<file path="src/rtl/imem_boot_loader.sv">
// Boot loader: receives a framed byte stream, writes 32-bit words into instruction memory,
// checks the XOR trailer and releases the MIPS core from reset on success.
module imem_boot_loader #(
  parameter int ADDR_W    = 10,
  parameter int BASE_ADDR = 0
) (
  input  logic              clk,
  input  logic              rst,
  input  logic [7:0]        in_data,
  input  logic              in_valid,
  output logic              in_ready,
  output logic              im_we,
  output logic [ADDR_W-1:0] im_addr,
  output logic [31:0]       im_wdata,
  output logic              cpu_rst_n,
  output logic              done,
  output logic              error,
  output logic [ADDR_W:0]   words_loaded
);

  // Stream handshake: a byte moves only on a rising edge where in_valid and in_ready are both 1;
  // in_valid may drop at any time and a byte offered while in_ready=0 stays with the source.

  typedef enum logic [2:0] {
    S_HDR_HI, S_HDR_LO, S_WORD, S_WRITE, S_CHK, S_DONE, S_ERR
  } state_t;

  localparam logic [16:0]       MAX_WORDS = 17'(1) << ADDR_W;
  localparam logic [ADDR_W-1:0] BASE      = ADDR_W'(BASE_ADDR);

  state_t              state_q, state_d;
  logic [15:0]         count_q, count_d;
  logic [7:0]          xor_q, xor_d;
  logic [1:0]          byte_idx_q, byte_idx_d;
  logic [23:0]         word_q, word_d;
  logic [ADDR_W:0]     words_loaded_q, words_loaded_d;
  logic [ADDR_W-1:0]   im_addr_q, im_addr_d;
  logic [31:0]         im_wdata_q, im_wdata_d;
  logic [15:0]         hdr_count;
  logic                accept;

  assign accept    = in_valid && in_ready;
  assign hdr_count = {count_q[15:8], in_data};

  // State register
  always_ff @(posedge clk) begin
    if (rst) begin
      state_q        <= S_HDR_HI;
      count_q        <= '0;
      xor_q          <= '0;
      byte_idx_q     <= '0;
      word_q         <= '0;
      words_loaded_q <= '0;
      im_addr_q      <= BASE;
      im_wdata_q     <= '0;
    end else begin
      state_q        <= state_d;
      count_q        <= count_d;
      xor_q          <= xor_d;
      byte_idx_q     <= byte_idx_d;
      word_q         <= word_d;
      words_loaded_q <= words_loaded_d;
      im_addr_q      <= im_addr_d;
      im_wdata_q     <= im_wdata_d;
    end
  end

  // Next-state and datapath updates
  always_comb begin
    state_d        = state_q;
    count_d        = count_q;
    xor_d          = xor_q;
    byte_idx_d     = byte_idx_q;
    word_d         = word_q;
    words_loaded_d = words_loaded_q;
    im_addr_d      = im_addr_q;
    im_wdata_d     = im_wdata_q;
    case (state_q)
      S_HDR_HI: begin
        if (accept) begin
          count_d[15:8] = in_data;
          xor_d         = xor_q ^ in_data;
          state_d       = S_HDR_LO;
        end
      end
      S_HDR_LO: begin
        if (accept) begin
          count_d[7:0] = in_data;
          xor_d        = xor_q ^ in_data;
          byte_idx_d   = '0;
          if ({1'b0, hdr_count} > MAX_WORDS) state_d = S_ERR;
          else if (hdr_count == 16'd0)       state_d = S_CHK;
          else                               state_d = S_WORD;
        end
      end
      S_WORD: begin
        if (accept) begin
          word_d     = {word_q[15:0], in_data};
          xor_d      = xor_q ^ in_data;
          byte_idx_d = byte_idx_q + 2'd1;
          if (byte_idx_q == 2'd3) begin
            // Latch the write port now so it is stable for the whole WRITE cycle and holds after.
            im_addr_d  = BASE + words_loaded_q[ADDR_W-1:0];
            im_wdata_d = {word_q, in_data};
            state_d    = S_WRITE;
          end
        end
      end
      S_WRITE: begin
        words_loaded_d = words_loaded_q + (ADDR_W+1)'(1);
        if (32'(words_loaded_q) + 32'd1 == 32'(count_q)) state_d = S_CHK;
        else                                             state_d = S_WORD;
      end
      S_CHK: begin
        if (accept) state_d = (in_data == xor_q) ? S_DONE : S_ERR;
      end
      default: state_d = state_q;
    endcase
  end

  // Outputs
  always_comb begin
    in_ready  = 1'b0;
    im_we     = 1'b0;
    done      = 1'b0;
    error     = 1'b0;
    cpu_rst_n = 1'b0;
    case (state_q)
      S_HDR_HI, S_HDR_LO, S_WORD, S_CHK: in_ready = !rst;
      S_WRITE: im_we = 1'b1;
      S_DONE: begin
        done      = 1'b1;
        cpu_rst_n = 1'b1;
      end
      S_ERR:   error = 1'b1;
      default: in_ready = 1'b0;
    endcase
  end

  assign im_addr      = im_addr_q;
  assign im_wdata     = im_wdata_q;
  assign words_loaded = words_loaded_q;

endmodule
</file>
<file path="config.mk">
export PLATFORM = sky130hd
export DESIGN_NAME = imem_boot_loader
export DESIGN_NICKNAME = d
export VERILOG_FILES = /design/src/rtl/imem_boot_loader.sv
export SDC_FILE = /design/constraint.sdc
export NUM_CORES = 1
export LEC_CHECK = 0
export ABC_AREA = 1
export BUFFER_PORTS_ARGS = -buffer_cell sky130_fd_sc_hd__buf_2
export CORE_ASPECT_RATIO = 1.1
export CORE_MARGIN = 8
export CORE_UTILIZATION = 50
export DETAILED_ROUTE_END_ITERATION = 6
export HOLD_SLACK_MARGIN = 0.08
export PLACE_DENSITY_LB_ADDON = 0.05
export SYNTH_ARGS = -nofsm -noshare
export SYNTH_HDL_FRONTEND = slang
export SYNTH_SLANG_ARGS = --single-unit
</file>
<file path="constraint.sdc">
create_clock -name clk -period 4.4 [get_ports clk]
set_input_delay 1.32 -clock clk [delete_from_list [all_inputs] [get_ports clk]]
set_output_delay 1.32 -clock clk [all_outputs]
set_load 0.02 [all_outputs]
</file>
==> impl_metrics.json, run 1 <==
{
  "result_of_the_run": "finished clean",
  "io_buffer_count": 68,
  "htreeDepth": 3,
  "number_of_placed_instances_taps_included": 765,
  "regToRegSetupSlack_ns": 1.95,
  "root_buffer": "sky130_fd_sc_hd__clkbuf_8",
  "placedInstanceArea_um2": 4900,
  "yosys.area.top_type_share_pct": 46.9,
  "detailedRoute.firstPassIterationCount": 5,
  "die_w_um": 107,
  "holdPathEnd": "im_wdata[26]$_SDFFE_PP0P_",
  "worst_path_largest_cell_delay_ns": 0.19,
  "mappedNetlistNets": 621,
  "tightestPinTransition_ns": 0.888,
  "timing.critical_path.cells": "buf_2, nor2_1, buf_2",
  "globalRoute.totalOverflow": 0,
  "avgSynthCellArea_um2": 7.44,
  "cts.sink_count": 106,
  "cpMaxStageDelayCell": "sky130_fd_sc_hd__buf_2",
  "ioPinCount": 69,
  "finalSetupViolCount": 0,
  "syn_area_um2": 4520,
  "flip_flop_and_latch_count_after_synthesis": 106,
  "timing.critical_path.mode_cell": "sky130_fd_sc_hd__buf_2",
  "drive_above_1_share_pct": 17.1,
  "power_uw": 1630,
  "yosys_warnings": 0,
  "final_common_cell": "sky130_fd_sc_hd__nand2_1",
  "cp.required_ns": 3.08,
  "number_of_antenna_violations_at_the_first_check_in_global_routing": 0,
  "route.detailed.vias_per_inst": 5.19,
  "most_frequent_cells_in_the_layout": "134 x sky130_fd_sc_hd__nand2_1, 106 x sky130_fd_sc_hd__dfxtp_1, 91 x sky130_fd_sc_hd__a21oi_1, 68 x sky130_fd_sc_hd__buf_2, 55 x sky130_fd_sc_hd__inv_1",
  "clock_path_buffers": 2,
  "row_count": 36,
  "final_cells": 780,
  "grt_setup_unrepaired": "no",
  "grt_first_pass_wirelength_mm": 18.6,
  "worst_hold_path.num_cells": 2,
  "cellPowerDensity_nw_per_um2": 321,
  "first_global_vias": 3797,
  "skew_ns": 0.00976,
  "synth.area.top_cells": "sky130_fd_sc_hd__dfxtp_1 47%, sky130_fd_sc_hd__nand2_1 11%, sky130_fd_sc_hd__a21oi_1 10%",
  "post-synth-top-area-cell": "sky130_fd_sc_hd__dfxtp_1",
  "fin_hold_viols": 0,
  "tritoncts.num_buffers": 9,
  "synthDistinctLibCells": 32,
  "grt_start_max_net_pins": 60,
  "timing_worst_setup_path_type": "in -> out",
  "slew_viol_final": 0,
  "max-vdd-ir-drop_v": 0.000145,
  "floorplan_die_area_um2": 12400,
  "worstRegToRegCells": 9,
  "leakagePower_uw": 0.00217,
  "yosysSeqAreaShare_pct": 46.9,
  "holdCritStartpoint": "word_q[18]$_SDFFE_PP0P_",
  "vias": 4052,
  "diodes": 0,
  "ant_nets": 0,
  "dp_hpwl_mm": 8.00,
  "post-route-drc-count": 0,
  "cts_repair_resize_count": 0,
  "floorplan.initialDensity_pct": 51.2,
  "cp-start-kind": "input pin",
  "hold_path.class": "reg -> reg",
  "timing.final.crit_period_ns": 3.11,
  "total_detailed_routing_wirelength_mm": 11.4,
  "maxSlewHeadroom_pct": 40.7,
  "critical_path.reg2reg.endpoint": "im_addr[6]$_SDFFE_PP0P_",
  "post_drt_wl_per_cell_um": 14.6,
  "cts.clk_slew.worst_paths_ns": 0.09,
  "clock_latency_ns": 0.37,
  "synthToLayoutAreaGrowth_pct": 12.0,
  "timing.setup.tns_ns": 0,
  "cts_setup_buffers": 0,
  "timing.final.crit_share_pct": 70.6,
  "clock.fmax_ghz": 0.322,
  "final_area_um2": 5070,
  "die_y_extent_um": 116,
  "core-area_um2": 8830,
  "path_max_fanout": 4,
  "crit-reg2reg-launch": "state_q[1]$_SDFFE_PP0P_",
  "drt_iter0_drc": 208,
  "place_congestion": 0.883,
  "netlist_instances": 608,
  "groute.usage.overall_pct": 18.7,
  "cap_violations": 0,
  "cts-hold-fix-buffers": 0,
  "capturing_element_type_of_the_critical_path": "output pin",
  "cp_data_arrival_time_ns": 1.79,
  "final_nets": 675,
  "cts_tree": "built"
}
worst max-delay path by stage:
stage | start | end | slack [ns] | depth (start not counted)
after floorplan | rst | in_ready | 1.05 | 3
after global routing | rst | im_wdata[2]$_SDFFE_PP0P_ | 1.18 | 8
after global placement | rst | im_addr[3]$_SDFFE_PP0P_ | 1.08 | 8
after CTS | rst | in_ready | 1.27 | 3
final | rst | in_ready | 1.29 | 3
after detailed placement | rst | im_addr[6]$_SDFFE_PP0P_ | 1.01 | 8
metrics by stage:
step                      util (%)  hold WS (ns)  setup slack, ns
after detailed placement      55.5         0.454             1.01
after floorplan                  -         0.440             1.05
final                         57.4         0.465             1.29
after global routing          57.4         0.484             1.18
after CTS                     57.4         0.465             1.27
after global placement        55.5         0.447             1.08
registers in the layout, summed over array words and instances, names as in the netlist:
signal / flops
im_wdata: 32
count_q: 16
xor_q: 8
state_q: 3
im_addr: 10
word_q: 24
byte_idx_q: 2
words_loaded: 11
layout make-up:
class | count | area, um2
inverters | 63 | 236
clock buffers | 11 | 141
well taps | 114 | 143
flip-flops and latches | 106 | 2120
multi-input cells | 410 | 2020
clock inverters | 4 | 28.8
fillers | 902 | 3760
repair buffers | 72 | 370
metal layers:
metal  share of wire, %  vias up  global-route usage (%)
met1                 44     1857                    23.1
met3                5.4       17                    3.17
met2                 48       91                    31.5
li1                   -     2087                       -
met5                  0        -                       0
met4                2.0        0                    7.79
worst max-delay path, delay by kind of cell:
family | cells | cell delay [ns]
and+or+nand+nor | 1 | 0.14
buffers and inverters | 2 | 0.33
power breakdown:
| part | total [uW] | leakage [uW] | switching [uW] | internal [uW] |
|---|---|---|---|---|
| registers | 985 | 0.000857 | 11.4 | 973 |
| logic | 102 | 0.00124 | 70.0 | 32.3 |
| clock network | 540 | 0.0000814 | 321 | 219 |
| total | 1630 | 0.00217 | 403 | 1220 |
cells in the mapped netlist:
library cell and instances:
sky130_fd_sc_hd__clkbuf_1 12, sky130_fd_sc_hd__nand2_4 1, sky130_fd_sc_hd__nand4_1 6, sky130_fd_sc_hd__nand2_2 7
sky130_fd_sc_hd__inv_2 7, sky130_fd_sc_hd__nand2_1 134, sky130_fd_sc_hd__xor2_1 5, sky130_fd_sc_hd__nor2_1 43
sky130_fd_sc_hd__nand3_1 27, sky130_fd_sc_hd__clkinv_1 1, sky130_fd_sc_hd__inv_1 55, sky130_fd_sc_hd__o21ai_2 1
sky130_fd_sc_hd__nor2_2 4, sky130_fd_sc_hd__o21ai_0 41, sky130_fd_sc_hd__buf_1 1, sky130_fd_sc_hd__nor2_8 1
sky130_fd_sc_hd__a21oi_1 91, sky130_fd_sc_hd__buf_4 5, sky130_fd_sc_hd__nor2_4 4, sky130_fd_sc_hd__xnor2_1 5
sky130_fd_sc_hd__dfxtp_1 106, sky130_fd_sc_hd__a211oi_1 12, sky130_fd_sc_hd__a31oi_1 1, sky130_fd_sc_hd__o31ai_1 1
sky130_fd_sc_hd__a21oi_2 2, sky130_fd_sc_hd__ha_1 2, sky130_fd_sc_hd__nor3_1 1, sky130_fd_sc_hd__nand4_4 1
sky130_fd_sc_hd__buf_2 11, sky130_fd_sc_hd__o21ai_1 15, sky130_fd_sc_hd__o211ai_1 3, sky130_fd_sc_hd__nand3b_1 2
cells by family (layout without fill, tap and decap cells):
family | Yosys count | in the layout | synth area share, %
AOI/OAI and AO/OA | 167 | 167 | 19.6
xor gates and xnor gates | 10 | 10 | 1.94
adders and majority gates | 2 | 2 | 0.553
buffers and inverters | 92 | 150 | 8.35
DFF | 106 | 106 | 46.9
and+or+nand+nor | 231 | 231 | 22.6
Note: power is estimated with default switching activity, not from simulation.
==> inputs of run 2 (changes only) <==
==> constraint.sdc (replaced) <==
create_clock -name clk -period 2.6 [get_ports clk]
set_input_delay 0.78 -clock clk [delete_from_list [all_inputs] [get_ports clk]]
set_output_delay 0.78 -clock clk [all_outputs]
set_load 0.02 [all_outputs]
==> impl_metrics.json, run 2 (same netlist as run 1, synthesis figures left out) <==
{
  "post-route-drc-count": 0,
  "ioPinCount": 69,
  "layout.area.seq_um2": 2120,
  "floorplan_die_area_um2": 12400,
  "leakagePower_uw": 0.00222,
  "clock_latency_ns": 0.37,
  "largest_register_ff_count": 32,
  "diodes": 0,
  "placedInstanceArea_um2": 4940,
  "path_max_fanout": 5,
  "timing.critical_path.cells": "inv_2, nand2_2, nand2_2, nand2_1, nor2_1, buf_2",
  "clock.fmax_ghz": 0.461,
  "slew_viol_final": 0,
  "hold_path.class": "reg -> reg",
  "final_common_cell": "sky130_fd_sc_hd__nand2_1",
  "die_w_um": 107,
  "skew_ns": 0.0169,
  "worst_path_largest_cell_delay_ns": 0.36,
  "final_nets": 679,
  "cp-start-kind": "register",
  "number_of_antenna_violations_at_the_first_check_in_global_routing": 0,
  "multi_input_area_um2": 2020,
  "capturing_element_type_of_the_critical_path": "output pin",
  "tightestPinTransition_ns": 0.601,
  "dp_hpwl_mm": 8.21,
  "maxSlewHeadroom_pct": 59.9,
  "vias": 4073,
  "timing.critical_path.mode_cell": "sky130_fd_sc_hd__nand2_2",
  "core-area_um2": 8830,
  "floorplan.initialDensity_pct": 51.2,
  "result_of_the_run": "finished clean",
  "htreeDepth": 3,
  "place_congestion": 0.899,
  "groute.usage.overall_pct": 18.4,
  "worst-path-buf-inv": 2,
  "cellPowerDensity_nw_per_um2": 566,
  "cp_data_arrival_time_ns": 1.39,
  "timing.final.crit_period_ns": 2.17,
  "cp.required_ns": 1.82,
  "drt_iter0_drc": 235,
  "cts.clk_slew.worst_paths_ns": 0.10,
  "fin_hold_viols": 0,
  "grt_setup_unrepaired": "no",
  "n_fill_cell": 875,
  "root_buffer": "sky130_fd_sc_hd__clkbuf_8",
  "first_global_vias": 3733,
  "final_area_um2": 5140,
  "cts_setup_buffers": 0,
  "kind_of_cell_adding_the_most_delay_to_the_critical_path": "simple AND/OR/NAND/NOR gates",
  "cts_repair_resize_count": 0,
  "cpMaxStageDelayCell": "sky130_fd_sc_hd__dfxtp_1",
  "clock_path_buffers": 2,
  "io_buffer_count": 68,
  "timing_worst_setup_path_type": "reg -> out",
  "globalRoute.totalOverflow": 0,
  "total_detailed_routing_wirelength_mm": 11.4,
  "most_frequent_cells_in_the_layout": "134 x sky130_fd_sc_hd__nand2_1, 106 x sky130_fd_sc_hd__dfxtp_1, 91 x sky130_fd_sc_hd__a21oi_1, 68 x sky130_fd_sc_hd__buf_2, 55 x sky130_fd_sc_hd__inv_1",
  "grt_start_max_net_pins": 52,
  "cts-hold-fix-buffers": 0,
  "drive_above_1_share_pct": 17.7,
  "finalSetupViolCount": 0,
  "timing.final.crit_share_pct": 83.4,
  "route.detailed.vias_per_inst": 5.19,
  "synthToLayoutAreaGrowth_pct": 13.7,
  "grt_first_pass_wirelength_mm": 18.3,
  "timing.setup.tns_ns": 0,
  "ant_nets": 0,
  "post_drt_wl_per_cell_um": 14.5,
  "detailedRoute.firstPassIterationCount": 5,
  "row_count": 36,
  "die_y_extent_um": 116,
  "cts.sink_count": 106,
  "cts_tree": "built",
  "cap_violations": 0,
  "max-vdd-ir-drop_v": 0.000409,
  "regToRegSetupSlack_ns": 0.57,
  "tritoncts.num_buffers": 9
}
[run 2: changes by cell type in the layout (fill, tap and decap cells not counted), sizes merged]
cell / before / now
bufinv: 0 / 1
inv: 62 / 66
buf: 72 / 76
clkinvlp: 2 / 0
clkbuf: 11 / 10
clkinv: 3 / 2
[run 2: worst min-delay path, stage by stage (launching register included)]
cell and delay [ns]:
sky130_fd_sc_hd__dfxtp_1 0.32, sky130_fd_sc_hd__nand2_1 0.06, sky130_fd_sc_hd__a21oi_1 0.05
[run 2: worst paths after layout]
path	startpoint	to	cells past startpoint
max	state_q[1]$_SDFFE_PP0P_	in_ready	6
min	im_wdata[28]$_SDFFE_PP0P_	im_wdata[28]$_SDFFE_PP0P_	2
max reg2reg	words_loaded[1]$_SDFFE_PP0P_	state_q[1]$_SDFFE_PP0P_	14
min reg2reg	im_wdata[28]$_SDFFE_PP0P_	im_wdata[28]$_SDFFE_PP0P_	2
[run 2: power breakdown]
group	switching, uW	internal (uW)	leakage, uW	total (uW)
combinational	119	55.8	0.00126	175
clock	601	469	0.000105	1070
sequential	19.4	1650	0.000857	1670
[run 2: through the flow]
stage               std cells  setup slack [ns]  util [%]  hold WS, ns  total power (uW)
finish                    785             0.431      58.3        0.467              2910
global route              785             0.323      58.3        0.484              3020
CTS                       785             0.398      58.3        0.470              2930
detailed placement        769             0.477      55.9        0.453              1880
global placement          769             0.548      55.9        0.450              1870
floorplan                 608             0.329         -        0.440              1820
[run 2: area by class of cell]
cell class,instances,area share [%]
sequential,106,41.2
multi-input combinational,410,39.3
timing repair buffer,76,8.03
inverter,63,4.60
tap,114,2.77
clock buffer,10,2.48
clock inverter,6,1.53
[run 2: per-layer routing]
metal  share of wire, %  track usage [%]
met1                 45             22.4
met2                 49             32.0
met3                4.4             3.34
met4                1.3             5.63
met5                  0                0
==> inputs of run 3 (changes only) <==
==> constraint.sdc (replaced) <==
create_clock -name clk -period 1.85 [get_ports clk]
set_input_delay 0.555 -clock clk [delete_from_list [all_inputs] [get_ports clk]]
set_output_delay 0.555 -clock clk [all_outputs]
set_load 0.02 [all_outputs]
==> impl_metrics.json, run 3 (same netlist as run 1, synthesis figures left out) <==
{
  "result_of_the_run": "finished clean",
  "cts.clk_slew.worst_paths_ns": 0.10,
  "core-area_um2": 8830,
  "die_w_um": 107,
  "largest_register_ff_count": 32,
  "grt_first_pass_wirelength_mm": 19.3,
  "timing_worst_setup_path_type": "reg -> out",
  "htreeDepth": 3,
  "cp-start-kind": "register",
  "cts_tree": "built",
  "skew_ns": 0.0145,
  "worstRegToRegCells": 12,
  "max-vdd-ir-drop_v": 0.000491,
  "maxSlewHeadroom_pct": 68.8,
  "cp.required_ns": 1.29,
  "grt_setup_unrepaired": "yes",
  "final_area_um2": 5500,
  "post-route-drc-count": 0,
  "leakagePower_uw": 0.00239,
  "clock_latency_ns": 0.38,
  "cts.sink_count": 106,
  "globalRoute.totalOverflow": 0,
  "timing.final.crit_share_pct": 98.9,
  "finalSetupViolCount": 0,
  "crit_end": "in_ready",
  "crit-reg2reg-launch": "state_q[1]$_SDFFE_PP0P_",
  "post_drt_wl_per_cell_um": 14.8,
  "placedInstanceArea_um2": 5110,
  "cts-hold-fix-buffers": 0,
  "most_frequent_cells_in_the_layout": "126 x sky130_fd_sc_hd__nand2_1, 96 x sky130_fd_sc_hd__dfxtp_1, 90 x sky130_fd_sc_hd__a21oi_1, 66 x sky130_fd_sc_hd__buf_2, 53 x sky130_fd_sc_hd__inv_1",
  "drt_iter0_drc": 242,
  "first_global_vias": 4020,
  "place_congestion": 0.932,
  "cap_violations": 0,
  "fin_hold_viols": 0,
  "hold_path.class": "reg -> reg",
  "number_of_antenna_violations_at_the_first_check_in_global_routing": 0,
  "diodes": 0,
  "multi_input_area_um2": 2110,
  "cp_data_arrival_time_ns": 1.27,
  "timing.final.crit_period_ns": 1.83,
  "slew_viol_final": 0,
  "detailedRoute.firstPassIterationCount": 5,
  "root_buffer": "sky130_fd_sc_hd__clkbuf_8",
  "total_detailed_routing_wirelength_mm": 12.0,
  "clock_path_buffers": 2,
  "tritoncts.num_buffers": 9,
  "vias": 4227,
  "layout.area.seq_um2": 2140,
  "n_fill_cell": 847,
  "final_common_cell": "sky130_fd_sc_hd__nand2_1",
  "io_buffer_count": 68,
  "critical_path.reg2reg.endpoint": "state_q[1]$_SDFFE_PP0P_",
  "path_max_fanout": 4,
  "holdWs_ns": 0.465,
  "capturing_element_type_of_the_critical_path": "output pin",
  "clock.fmax_ghz": 0.547,
  "die_y_extent_um": 116,
  "floorplan.initialDensity_pct": 51.2,
  "route.detailed.vias_per_inst": 5.22,
  "drive_above_1_share_pct": 24.9,
  "synthToLayoutAreaGrowth_pct": 21.7,
  "row_count": 36,
  "groute.usage.overall_pct": 19.6,
  "cellPowerDensity_nw_per_um2": 743,
  "floorplan_die_area_um2": 12400,
  "ant_nets": 0,
  "ioPinCount": 69,
  "dp_hpwl_mm": 8.49,
  "regToRegSetupSlack_ns": 0.13,
  "final_nets": 703,
  "tightestPinTransition_ns": 0.469,
  "grt_start_max_net_pins": 56,
  "timing.critical_path.from": "state_q[1]$_SDFFE_PP0P_"
}
[run 3: cell count changes in the layout (fill, tap and decap cells not counted), moves of 5 or more]
cell	change
sky130_fd_sc_hd__dfxtp_1	-10
sky130_fd_sc_hd__nand2_2	+5
sky130_fd_sc_hd__nor2_1	-6
sky130_fd_sc_hd__nor2_2	+5
sky130_fd_sc_hd__nand2_1	-8
sky130_fd_sc_hd__dfxtp_2	+6
sky130_fd_sc_hd__buf_4	+19
[run 3: metal layers]
layer  global-route usage [%]  vias up  wire length [um]  share of wire, %
met4                     9.20        0               235               2.0
met1                     23.4     1952              5180                43
met3                     3.45       18               549               4.6
li1                         -     2162                 -                 -
met5                        0        -                 0                 0
met2                     33.3       95              5990                50
[run 3: final cells by class]
cell class              count  area share (%)
flip-flops and latches    106            39.0
well taps                 114            2.59
multi-input cells         410            38.3
clock buffers              10            2.50
repair buffers            100            12.0
clock inverters             6            1.20
inverters                  63            4.43
[run 3: timing repair]
item / in CTS / in global routing
setup buffers: 0 / 6
cloned: 0 / 0
gates resized for setup: 12 / 33
pin swaps: 0 / 17
setup endpoints to repair: 5 / 7
hold endpoints to repair: 0 / 0
[run 3: stage by stage]
step | worst slack (ns) | util, % | setup TNS, ns | total power [uW] | instances
finish | 0.0205 | 62.3 | 0 | 4090 | 809
global route | -0.0432 | 62.3 | -0.0749 | 4250 | 809
CTS | -0.0311 | 60.6 | -0.0417 | 4110 | 803
detailed placement | 0.0563 | 57.9 | 0 | 2670 | 787
global placement | 0.0834 | 57.9 | 0 | 2660 | 787
floorplan | 0.0287 | - | 0 | 2560 | 608
[run 3: where the power goes]
part	switching [uW]	leakage [uW]	internal (uW)	total, uW
sequential	28.0	0.000863	2310	2340
clock	795	0.0000945	662	1460
combinational	185	0.00143	109	293
total	1010	0.00239	3080	4090
[run 3: worst min-delay path by stage]
stage	from	to	slack, ns	cells past startpoint
floorplan	word_q[23]$_SDFFE_PP0P_	word_q[23]$_SDFFE_PP0P_	0.44	2
global placement	im_wdata[30]$_SDFFE_PP0P_	im_wdata[30]$_SDFFE_PP0P_	0.45	2
detailed placement	im_wdata[9]$_SDFFE_PP0P_	im_wdata[9]$_SDFFE_PP0P_	0.45	2
CTS	in_data[4]	word_q[4]$_SDFFE_PP0P_	0.46	3
global route	in_data[4]	im_wdata[4]$_SDFFE_PP0P_	0.48	3
finish	im_wdata[9]$_SDFFE_PP0P_	im_wdata[9]$_SDFFE_PP0P_	0.47	2
[run 3: worst max-delay path, cell delays in order, from the launching register on]
cell	delay (ns)
sky130_fd_sc_hd__dfxtp_4	0.38
sky130_fd_sc_hd__inv_6	0.08
sky130_fd_sc_hd__nand2_8	0.05
sky130_fd_sc_hd__nand2_4	0.07
sky130_fd_sc_hd__nand2_2	0.05
sky130_fd_sc_hd__nor2_2	0.14
sky130_fd_sc_hd__buf_6	0.14
